[config.mk]
export PLATFORM = sky130hd
export DESIGN_NAME = friscv_apb_arbiter
export DESIGN_NICKNAME = d
export VERILOG_FILES = /design/src/rtl/friscv_apb_arbiter_pkg.sv /design/src/rtl/friscv_rr_arbiter.sv /design/src/rtl/friscv_apb_arbiter.sv
export SDC_FILE = /design/constraint.sdc
export NUM_CORES = 1
export LEC_CHECK = 0
export BUFFER_PORTS_ARGS = -buffer_cell sky130_fd_sc_hd__buf_2
export CAP_MARGIN = 20
export CORE_MARGIN = 1.5
export CORE_UTILIZATION = 30
export DETAILED_ROUTE_END_ITERATION = 16
export HOLD_SLACK_MARGIN = 0.06
export PLACE_DENSITY = 0.67
export SLEW_MARGIN = 20
export SYNTH_ARGS = -nofsm -noshare
export SYNTH_HDL_FRONTEND = slang
export SYNTH_SLANG_ARGS = --single-unit
[constraint.sdc]
create_clock -name aclk -period 1.7 [get_ports aclk]
set_input_delay 0.085 -clock aclk [delete_from_list [all_inputs] [get_ports aclk]]
set_output_delay 0.085 -clock aclk [all_outputs]
set_load 0.1 [all_outputs]
[src/rtl/friscv_apb_arbiter_pkg.sv]
// Shared constants for the APB round-robin arbiter: FSM encodings and abort read data.
package friscv_apb_arbiter_pkg;

  localparam logic [1:0] IDLE   = 2'd0;
  localparam logic [1:0] ACCESS = 2'd1;
  localparam logic [1:0] DONE   = 2'd2;

  localparam logic [63:0] ABORT_DATA = '1;

endpackage

[src/rtl/friscv_rr_arbiter.sv]
// Combinational round-robin pick: first set request at or after ptr, wrapping modulo NREQ.
module friscv_rr_arbiter #(
  parameter int NREQ = 2,
  parameter int IDXW = $clog2(NREQ)
) (
  input  logic [NREQ-1:0] req,
  input  logic [IDXW-1:0] ptr,
  output logic [NREQ-1:0] grant,
  output logic [IDXW-1:0] grant_idx
);

  always_comb begin
    logic [31:0] idx;
    grant     = '0;
    grant_idx = '0;
    idx       = '0;
    // Scan farthest-first so the candidate nearest to ptr is written last and wins.
    for (int unsigned k = 0; k < NREQ; k++) begin
      idx = (32'(ptr) + 32'(NREQ) - 32'd1 - k) % 32'(NREQ);
      if (req[idx]) begin
        grant      = '0;
        grant[idx] = 1'b1;
        grant_idx  = IDXW'(idx);
      end
    end
  end

endmodule

[src/rtl/friscv_apb_arbiter.sv]
// Round-robin arbiter sharing one APB-like slave between NREQ requesters.
// Optional access timeout/abort enabled by defining FRISCV_APB_ARB_TIMEOUT_EN.
module friscv_apb_arbiter
  import friscv_apb_arbiter_pkg::*;
#(
  parameter int NREQ    = 2,
  parameter int ADDRW   = 16,
  parameter int XLEN    = 32,
  parameter int TIMEOUT = 64
) (
  input  logic                     aclk,
  input  logic                     aresetn,
  input  logic                     srst,
  input  logic [NREQ-1:0]          req_en,
  input  logic [NREQ-1:0]          req_wr,
  input  logic [NREQ*ADDRW-1:0]    req_addr,
  input  logic [NREQ*XLEN-1:0]     req_wdata,
  input  logic [NREQ*XLEN/8-1:0]   req_strb,
  output logic [XLEN-1:0]          req_rdata,
  output logic [NREQ-1:0]          req_ready,
  output logic                     req_err,
  output logic                     mst_en,
  output logic                     mst_wr,
  output logic [ADDRW-1:0]         mst_addr,
  output logic [XLEN-1:0]          mst_wdata,
  output logic [XLEN/8-1:0]        mst_strb,
  input  logic [XLEN-1:0]          mst_rdata,
  input  logic                     mst_ready
);

  localparam int IDXW  = $clog2(NREQ);
  localparam int STRBW = XLEN / 8;

  logic [1:0]      state;
  logic [IDXW-1:0] ptr;
  logic [IDXW-1:0] gidx;
  logic [NREQ-1:0] gsel;
  logic [NREQ-1:0] arb_grant;
  logic [IDXW-1:0] arb_idx;

  friscv_rr_arbiter #(
    .NREQ (NREQ),
    .IDXW (IDXW)
  ) u_rr (
    .req       (req_en),
    .ptr       (ptr),
    .grant     (arb_grant),
    .grant_idx (arb_idx)
  );

`ifdef FRISCV_APB_ARB_TIMEOUT_EN
  localparam int CNTW = $clog2(TIMEOUT + 1);
  logic [CNTW-1:0] tcnt;
  logic            timed_out;
  assign timed_out = (tcnt == CNTW'(TIMEOUT));
`else
  logic unused_timeout;
  assign unused_timeout = (TIMEOUT != 0);
  assign req_err = 1'b0;
`endif

  always_ff @(posedge aclk or negedge aresetn) begin
    if (!aresetn) begin
      state     <= IDLE;
      ptr       <= '0;
      gidx      <= '0;
      gsel      <= '0;
      mst_en    <= 1'b0;
      mst_wr    <= 1'b0;
      mst_addr  <= '0;
      mst_wdata <= '0;
      mst_strb  <= '0;
      req_rdata <= '0;
      req_ready <= '0;
`ifdef FRISCV_APB_ARB_TIMEOUT_EN
      tcnt      <= '0;
      req_err   <= 1'b0;
`endif
    end else if (srst) begin
      state     <= IDLE;
      ptr       <= '0;
      gidx      <= '0;
      gsel      <= '0;
      mst_en    <= 1'b0;
      mst_wr    <= 1'b0;
      mst_addr  <= '0;
      mst_wdata <= '0;
      mst_strb  <= '0;
      req_rdata <= '0;
      req_ready <= '0;
`ifdef FRISCV_APB_ARB_TIMEOUT_EN
      tcnt      <= '0;
      req_err   <= 1'b0;
`endif
    end else begin
      case (state)
        IDLE: begin
          if (|req_en) begin
            gsel      <= arb_grant;
            gidx      <= arb_idx;
            mst_en    <= 1'b1;
            mst_wr    <= req_wr[arb_idx];
            mst_addr  <= req_addr[arb_idx*ADDRW +: ADDRW];
            mst_wdata <= req_wdata[arb_idx*XLEN +: XLEN];
            mst_strb  <= req_strb[arb_idx*STRBW +: STRBW];
`ifdef FRISCV_APB_ARB_TIMEOUT_EN
            tcnt      <= '0;
`endif
            state     <= ACCESS;
          end
        end
        ACCESS: begin
          if (mst_ready) begin
            mst_en    <= 1'b0;
            req_rdata <= mst_rdata;
            req_ready <= gsel;
`ifdef FRISCV_APB_ARB_TIMEOUT_EN
            req_err   <= 1'b0;
`endif
            state     <= DONE;
          end
`ifdef FRISCV_APB_ARB_TIMEOUT_EN
          else if (timed_out) begin
            mst_en    <= 1'b0;
            req_rdata <= ABORT_DATA[XLEN-1:0];
            req_err   <= 1'b1;
            req_ready <= gsel;
            state     <= DONE;
          end else begin
            tcnt <= tcnt + CNTW'(1);
          end
`endif
        end
        DONE: begin
          // No arbitration here, so the finishing requester's lingering req_en is not re-granted.
          req_ready <= '0;
`ifdef FRISCV_APB_ARB_TIMEOUT_EN
          req_err   <= 1'b0;
`endif
          ptr       <= (gidx == IDXW'(NREQ - 1)) ? '0 : gidx + IDXW'(1);
          state     <= IDLE;
        end
        default: state <= IDLE;
      endcase
    end
  end

endmodule

Word level (Yosys, flattened, before mapping)
Cells that the tools add are included.
{ "op_classes": {"shifts": 3, "add_sub_neg": 4, "n_mux": 49, "reduce_logical": 16, "order_cmp": 5, "n_eq_ne": 4} }
{ "ops": {"columns": ["cell", "count"], "rows": [
  ["two-way mux 32 bit", 6],
  ["variable part select 64 x 7 -> 32 bit", 1],
  ["two-way mux 16 bit", 3],
  ["variable part select 32 x 6 -> 16 bit", 1],
  ["two-way mux 1 bit", 22],
  ["two-way mux 2 bit", 10],
  ["two-way mux 4 bit", 3],
  ["nonzero test 2 bit", 5],
  ["one-hot mux 2 bit (2 select lines)", 2],
  ["AND reduction 2 bit", 4],
  ["variable part select 8 x 4 -> 4 bit", 1],
  ["< comparator 1 x 2 -> 1 bit (second input constant)", 3],
  ["!= test 3 bit (second input constant)", 2],
  ["nonzero test 3 bit", 2],
  ["AND reduction 3 bit", 1],
  ["adder 1 bit (second input constant)", 2],
  ["demux 1 bit (select 1 bit)", 2],
  ["equality test 2 x 1 -> 1 bit (second input constant)", 1],
  ["equality test 2 bit (second input constant)", 1],
  [">= comparator 1 bit (second input constant)", 2],
  ["logical AND 1 bit", 2],
  ["zero test 2 bit", 1],
  ["one-hot mux 1 bit (2 select lines)", 1],
  ["OR reduction 2 bit", 1],
  ["subtractor 1 bit (second input constant)", 2]
]} }
{ "word_totals": {"in_bits": 144, "wordCells": 92, "out_inout_bits": 89, "register_bits": 94} }

Logic depth before layout (Yosys ltp)
Gate-level depths: netlist of the first run.
{ "logic_depth": {"word_depth": 11, "ltp_mapped": 6, "depth_no_buf": 3} }

Hierarchy
Synthesis of the first run repeated with hierarchy kept, for this count alone.
{ "unflattened": {"cells_unflattened": 381, "hier_area_um2": 4660.7} }
{ "modules_own_cells": {"columns": ["mod", "area_each_um2", "cells_per_inst", "seq_area_each_um2", "n_inst"], "rows": [
  ["friscv_apb_arbiter", 4634.4, 377, 2352.3, 1],
  ["friscv_rr_arbiter", 26.3, 4, 0.0, 1]
]} }

Worst setup path before layout of the first run
No wires, ideal clock.
{ "synth_timing": {"path_type": "reg-to-reg", "startpoint": "reg, netlist name mst_addr[0]", "endpoint": "reg mst_addr[0]", "arrival_ns": 1.220, "n_path_buf": 0, "synth_period_minus_slack_ns": 1.319, "setup_slack_ns": 0.381, "setup_ns": 0.100, "t_required_ns": 1.600, "stages_incl_launch_ff": 3, "cell_sequence": "dfrtp_1 a21oi_1 a311oi_1"} }
{ "synth_lines": {"columns": ["element", "line", "rtl"], "rows": [
  ["to (signal assigned)", "friscv_apb_arbiter.sv:103", "mst_addr <= req_addr[arb_idx*ADDRW +: ADDRW];"],
  ["to (decl)", "friscv_apb_arbiter.sv:24", "output logic [ADDRW-1:0] mst_addr,"]
]} }

Worst setup path in the final report of the first run
{ "layout_timing": {"startpoint": "reg state[0]", "endpoint": "reg mst_addr[5]"} }
{ "layout_between": {"elab_chain_cells": 3} }
{ "layout_lines": {"columns": ["element", "line", "rtl"], "rows": [
  ["from (decl)", "friscv_apb_arbiter.sv:34", "logic [1:0] state;"],
  ["from (signal assigned)", "friscv_apb_arbiter.sv:64", "state <= IDLE;"],
  ["from (signal assigned)", "friscv_apb_arbiter.sv:80", "state <= IDLE;"],
  ["from (signal assigned)", "friscv_apb_arbiter.sv:109", "state <= ACCESS;"],
  ["zero test 2 bit", "friscv_apb_arbiter.sv:96", "case (state)"],
  ["nonzero test 2 bit (no source line)", null, null],
  ["AND reduction 2 bit (no source line)", null, null]
]} }
Every way passes these cells.
A chain may end at the register's enable or synchronous reset.

==> results of run 1 <==
worst min-delay path: cells and delay by family:
kind | cells | cell delay, ns
AO/OA/AOI/OAI | 1 | 0.08
buffers and inverters | 1 | 0.20
AND/OR/NAND/NOR | 1 | 0.12
cell usage after synthesis, types with 2 or more instances:
cell type and count:
a311oi_1 53, nand2_1 65, nor2_4 2, buf_4 8, dfrtp_1 93, buf_2 32, nor2b_1 2, a32oi_1 2
buf_6 3, nand2b_1 2, nand3_1 57, clkbuf_1 15, o21ai_0 55, a21oi_1 89, nor2_1 5
logic make-up (layout without fill, tap and decap cells):
logic type             after synthesis  after routing
DFF                                 93             93
AOI/OAI and AO/OA                  202            202
other                                1              1
buffers and inverters               59            408
and+or+nand+nor                    138            138
per-layer routing:
metal / share of wire, % / up-vias
li1: - / 2503
met1: 40 / 2606
met2: 49 / 357
met3: 7.5 / 72
met4: 3.7 / 0
met5: 0 / -
power by group:
group / internal, mW / leakage, nW / switching, mW
Combinational: 0.719 / 2.15 / 2.00
Clock: 1.15 / 0.143 / 0.897
Sequential: 2.39 / 1.24 / 0.111
Total: 4.27 / 3.53 / 3.01
registers in the layout (all words and copies together), names as in the netlist:
name / cells
req_rdata: 32
ptr: 1
state: 2
mst_wdata: 32
gidx: 1
mst_wr: 1
req_ready: 2
mst_strb: 4
gsel: 1
mst_addr: 16
mst_en: 1
through the flow:
step / cell area [µm²] / instances / total power [mW] / setup slack, ns / hold slack (ns)
after floorplan: 4500 / 493 / 4.38 / 0.381 / -0.211
after global placement: 5850 / 869 / 4.97 / 0.262 / 0.0895
after detailed placement: 5850 / 869 / 4.99 / 0.216 / 0.0994
after CTS: 7560 / 1026 / 7.32 / 0.199 / 0.168
after global routing: 7560 / 1026 / 7.59 / 0.0910 / 0.209
final: 7560 / 1026 / 7.27 / 0.181 / 0.181
what timing repair did:
action / CTS / global route
hold buffers: 141 / 0
hold endpoints to repair: 122 / 0
endpoints found under the setup margin: 0 / 0
how the worst max path moves through the flow:
stage	startpoint	depth (start not counted)	to	slack (ns)
after CTS	state[0]	4	mst_addr[5]	0.20
after floorplan	mst_addr[0]	2	mst_addr[0]	0.38
after detailed placement	state[0]	4	mst_addr[5]	0.22
final	state[0]	4	mst_addr[5]	0.18
after global placement	state[0]	4	mst_addr[1]	0.26
after global routing	state[0]	4	mst_addr[5]	0.09
final cells by class:
cell class | instances | area share [%]
sequential | 93 | 30.8
clock inverter | 6 | 0.959
clock buffer | 10 | 3.03
inverter | 1 | 0.0496
tap | 184 | 3.04
timing repair buffer | 391 | 37.5
multi-input combinational | 341 | 24.6
==> out/qor.csv, run 1 <==
metric,value,unit
antenna_found_initial,0,
drv_slew,0,
worst-path-buf-inv,1,
fin_skew,0.00824,ns
fin_util,51.9,%
firstDrtPassIters,5,
grt_usage,22.6,%
grt.busiest_layer,met2,
max_cap_violations,0,
multi_input_area,1860,µm²
synth_top_family_by_area,compound AO/OA/AOI/OAI gates,
timing.fmax,658,MHz
netlist_top_cells_area,"dfrtp_1, a311oi_1, a21oi_1, nand3_1, o21ai_0",
areaGrowthSynthToFinish,68.0,%
diodes,0,
setup_violations,0,
numCtsBuffers,9,
die-area,15800,µm²
die_w,126,µm
min-delay-path-class,in2reg,
post-route-drc-count,0,
worst_hold_path.endpoint,mst_addr[13],
gp_congestion,0.786,
grt_max_degree,54,
layout_commonest_cell,buf_2,
start_util,30.9,%
synth-simple-area-share,14.0,%
total_leakage_power,3.53,nW
syn_area,4500,µm²
ys_ff_latch,93,
rrSetupSlack,0.18,ns
synth_compound_area_share,27.2,%
drt_iter0_drc,398,
critical-path-slowest-cell,dfrtp_1,
post_drt_wl_per_cell,17.3,µm
vias,5538,
die_y,126,µm
io-pin-count,233,
met2_usage,37.2,%
synth-async-reset-ratio,100,%
reg2reg_depth,4,
ant_nets,0,
path_class,reg2reg,
clock_sinks,93,
yosysUniqueCellTypes,25,
worstPathMaxFanout,20,
start_kind,flop,
cts-root-buf,clkbuf_16,
critPathRequiredTime,1.90,ns
wirelength,17700,µm
overflow,0,
clock_latency,0.34,ns
coreArea,14600,µm²
synth-xor-area-share,0,%
h-tree-depth,3,
hpwl,9950,µm
via_per_inst,5.40,
numPortBuffers,231,
setup-tns-final,0,ns
postCtsResizedCells,0,
layout_common_cells,"buf_2, dlygate4sd3_1, dfrtp_1, a21oi_1, nand2_1",
rows,44,
n_fill_cell,1278,
synthCells,493,
grt_pass1_wl,28800,µm
power.density,961,nW/µm²
grt_pass1_vias,5713,
cpPeakStageDelay,0.50,ns
worstMarginPinSlew,0.551,ns
arrival,1.72,ns
ys.flop_type,dfrtp_1,
outcome,finished clean,
regArea,2330,µm²
hold_path.startpoint,req_en[1],
clk_path_buf_depth,2,
synth_enable_flop_cells,0,
nets,981,
synth_warnings,0,
path_delay_family,flip-flops,
min_period_over_period,89.3,%
muxShareOfSynthArea,0,%
syn_area_per_cell,9.13,µm²
crit_path_end_kind,flop,
cts_tree,done,
r2r_start,state[0],
vdd_drop_max,433,µV
drive_gt1_share,32.1,%
rsz0062_at_grt,false,
crit-reg2reg-capture,mst_addr[5],
clkTransAtPathRegs,0.07,ns
synth_fa_ha_area_share,0,%
grt_util_met1,27.4,%
hold_viol,0,
synth_top_area_cell,dfrtp_1,
grtUsageMet3,5.05,%
crit_path_cell_trace,or2_1 -> nor2_4 -> buf_4 -> a311oi_1,
synth_fp_nets,637,
min_period,1.52,ns
seq_area_frac_synth,51.7,%
post_cts_buffers,0,
yosysTopAreaCellShare,51.7,%
relSlewSlack,63.2,%
hold_path_depth,3,
Power figures use the tool's default switching activity.
==> inputs of run 2 (changes only) <==
--- a/config.mk
+++ b/config.mk
@@ -8,10 +8,10 @@
 export BUFFER_PORTS_ARGS = -buffer_cell sky130_fd_sc_hd__buf_2
 export CAP_MARGIN = 20
 export CORE_MARGIN = 1.5
-export CORE_UTILIZATION = 30
+export CORE_UTILIZATION = 46
 export DETAILED_ROUTE_END_ITERATION = 16
 export HOLD_SLACK_MARGIN = 0.06
-export PLACE_DENSITY = 0.67
+export PLACE_DENSITY = 0.91
 export SLEW_MARGIN = 20
 export SYNTH_ARGS = -nofsm -noshare
 export SYNTH_HDL_FRONTEND = slang
==> out/qor.csv, run 2 (synthesized netlist as in run 1, its figures left out) <==
metric,value,unit,change
outcome,finished clean,,
worstPathMaxFanout,35,,+75%
timing.fmax,639,MHz,-2.9%
grt_pass1_vias,5796,,+1.5%
areaGrowthSynthToFinish,64.4,%,
hold_viol,0,,unchanged
regArea,2330,µm²,unchanged
fin_skew,0.0118,ns,+0.00359 ns
rows,35,,-20%
post_cts_buffers,0,,unchanged
vdd_drop_max,605,µV,+40%
critical-path-slowest-cell,dlygate4sd3_1,,
fin_cells,972,,-5.3%
drive_gt1_share,32.0,%,-0.081 points
grt_max_degree,94,,+74%
rsz0062_at_grt,false,,
layout_common_cells,"buf_2, dlygate4sd3_1, dfrtp_1, a21oi_1, nand2_1",,
place_inst,813,,-6.4%
die_w,102,µm,-19%
crit_path_cell_trace,dlygate4sd3_1 -> buf_2 -> and2b_1 -> buf_4 -> o21ai_0 -> a311oi_1,,
clock_latency,0.35,ns,about the same
start_kind,input port,,
crit-reg2reg-capture,mst_wdata[28],,
max_cap_violations,0,,unchanged
critPathRequiredTime,1.94,ns,+0.04 ns
rrSetupSlack,0.14,ns,-0.05 ns
die_y,102,µm,-19%
gp_congestion,0.865,,+10%
total_leakage_power,3.50,nW,-1.0%
nets,981,,unchanged
post-route-drc-count,0,,unchanged
die-area,10400,µm²,-34%
r2r_start,ptr,,
clkTransAtPathRegs,0.10,ns,+0.03 ns
power.density,951,nW/µm²,-1.0%
ant_nets,0,,unchanged
min-delay-path-class,in2async,,
path_class,in2reg,,
cts-root-buf,clkbuf_8,,
coreArea,9370,µm²,-36%
reg2reg_depth,4,,unchanged
clock_sinks,93,,unchanged
wirelength,18600,µm,+5.0%
start_util,48.1,%,+17 points
numPortBuffers,231,,unchanged
grt_pass1_wl,28500,µm,-0.81%
grt_usage,35.8,%,+13 points
drv_slew,0,,unchanged
crit_path_end_kind,flop,,
multi_input_area,1860,µm²,unchanged
min_period_over_period,92.0,%,+2.7 points
reg_top3,"mst_wdata (32), req_rdata (32), mst_addr (16)",,
antenna_found_initial,0,,unchanged
vias,5814,,+5.0%
cts_tree,done,,
arrival,1.80,ns,+0.08 ns
setup-tns-final,0,ns,unchanged
io-pin-count,233,,unchanged
hpwl,9290,µm,-6.6%
layout_commonest_cell,buf_2,,
clk_path_buf_depth,2,,unchanged
min_period,1.56,ns,+0.0455 ns
n_fill_cell,564,,-56%
overflow,0,,unchanged
cpPeakStageDelay,0.56,ns,+0.06 ns
worstMarginPinSlew,0.532,ns,-0.0198 ns
post_drt_wl_per_cell,19.2,µm,+11%
setup_violations,0,,unchanged
firstDrtPassIters,5,,unchanged
relSlewSlack,64.8,%,+1.6 points
path_delay_family,buffers and inverters,,
worst-path-buf-inv,3,,+2
h-tree-depth,3,,unchanged
via_per_inst,5.98,,+11%
numCtsBuffers,9,,unchanged
drt_iter0_drc,443,,+11%
## run 2: changes by cell type in the layout (fill, tap and decap cells not counted), moves of 2 or more
| cell | previous run | this run |
|---|---|---|
| buf_4 | 10 | 12 |
| bufinv_16 | 1 | 3 |
| clkbuf_8 | 0 | 10 |
| diode_2 | 0 | 2 |
| clkbuf_16 | 9 | 0 |
| clkinv_4 | 3 | 1 |
| buf_12 | 10 | 6 |
## run 2: worst max-delay path by stage
stage,startpoint,endpoint,slack [ns],cells after the start
2_1_floorplan,mst_addr[0],mst_addr[0],0.38,2
3_3_place_gp,state[0],mst_wdata[1],0.33,4
3_5_place_dp,state[0],mst_addr[5],0.24,4
4_1_cts,req_en[1],mst_addr[5],0.16,5
5_1_grt,ptr,mst_wdata[28],0.06,4
6_report,req_en[0],mst_wdata[28],0.14,6
## run 2: stage by stage
step	hold slack (ns)	power [mW]	worst slack, ns	cell area, µm²	util, %
after global routing	0.211	7.29	0.0643	7400	78.9
after global placement	0.0216	4.89	0.326	5730	61.1
after CTS	0.197	6.97	0.157	7390	78.9
after floorplan	-0.211	4.38	0.381	4500	-
final	0.215	7.04	0.136	7400	79.0
after detailed placement	0.0230	4.94	0.238	5730	61.1
## run 2: what timing repair did
item | CTS | global route
setup endpoints to repair | 0 | 2
endpoints found under the hold margin | 181 | 0
hold buffers | 142 | 0
gates resized for setup | 0 | 1
## run 2: layer usage
metal  vias up  wire (µm)  global-route usage, %
li1       2501          -                      -
met2       491       8920                   57.3
met5         -          0                      0
met1      2675       6540                   40.4
met4         0       1410                   27.8
met3       147       1760                   10.1
## run 2: where the power goes
part | leakage (nW) | switching [mW] | internal, mW
sequential | 1.24 | 0.117 | 2.39
clock | 0.123 | 0.782 | 1.02
combinational | 2.13 | 2.02 | 0.707
total | 3.50 | 2.92 | 4.11
## run 2: final cells by class
type / instances / area share (%)
clock buffers: 10 / 1.86
inverters: 1 / 0.0507
well taps: 129 / 2.18
flip-flops and latches: 93 / 31.4
diodes: 2 / 0.0676
repair buffers: 391 / 37.8
clock inverters: 5 / 1.45
multi-input cells: 341 / 25.2
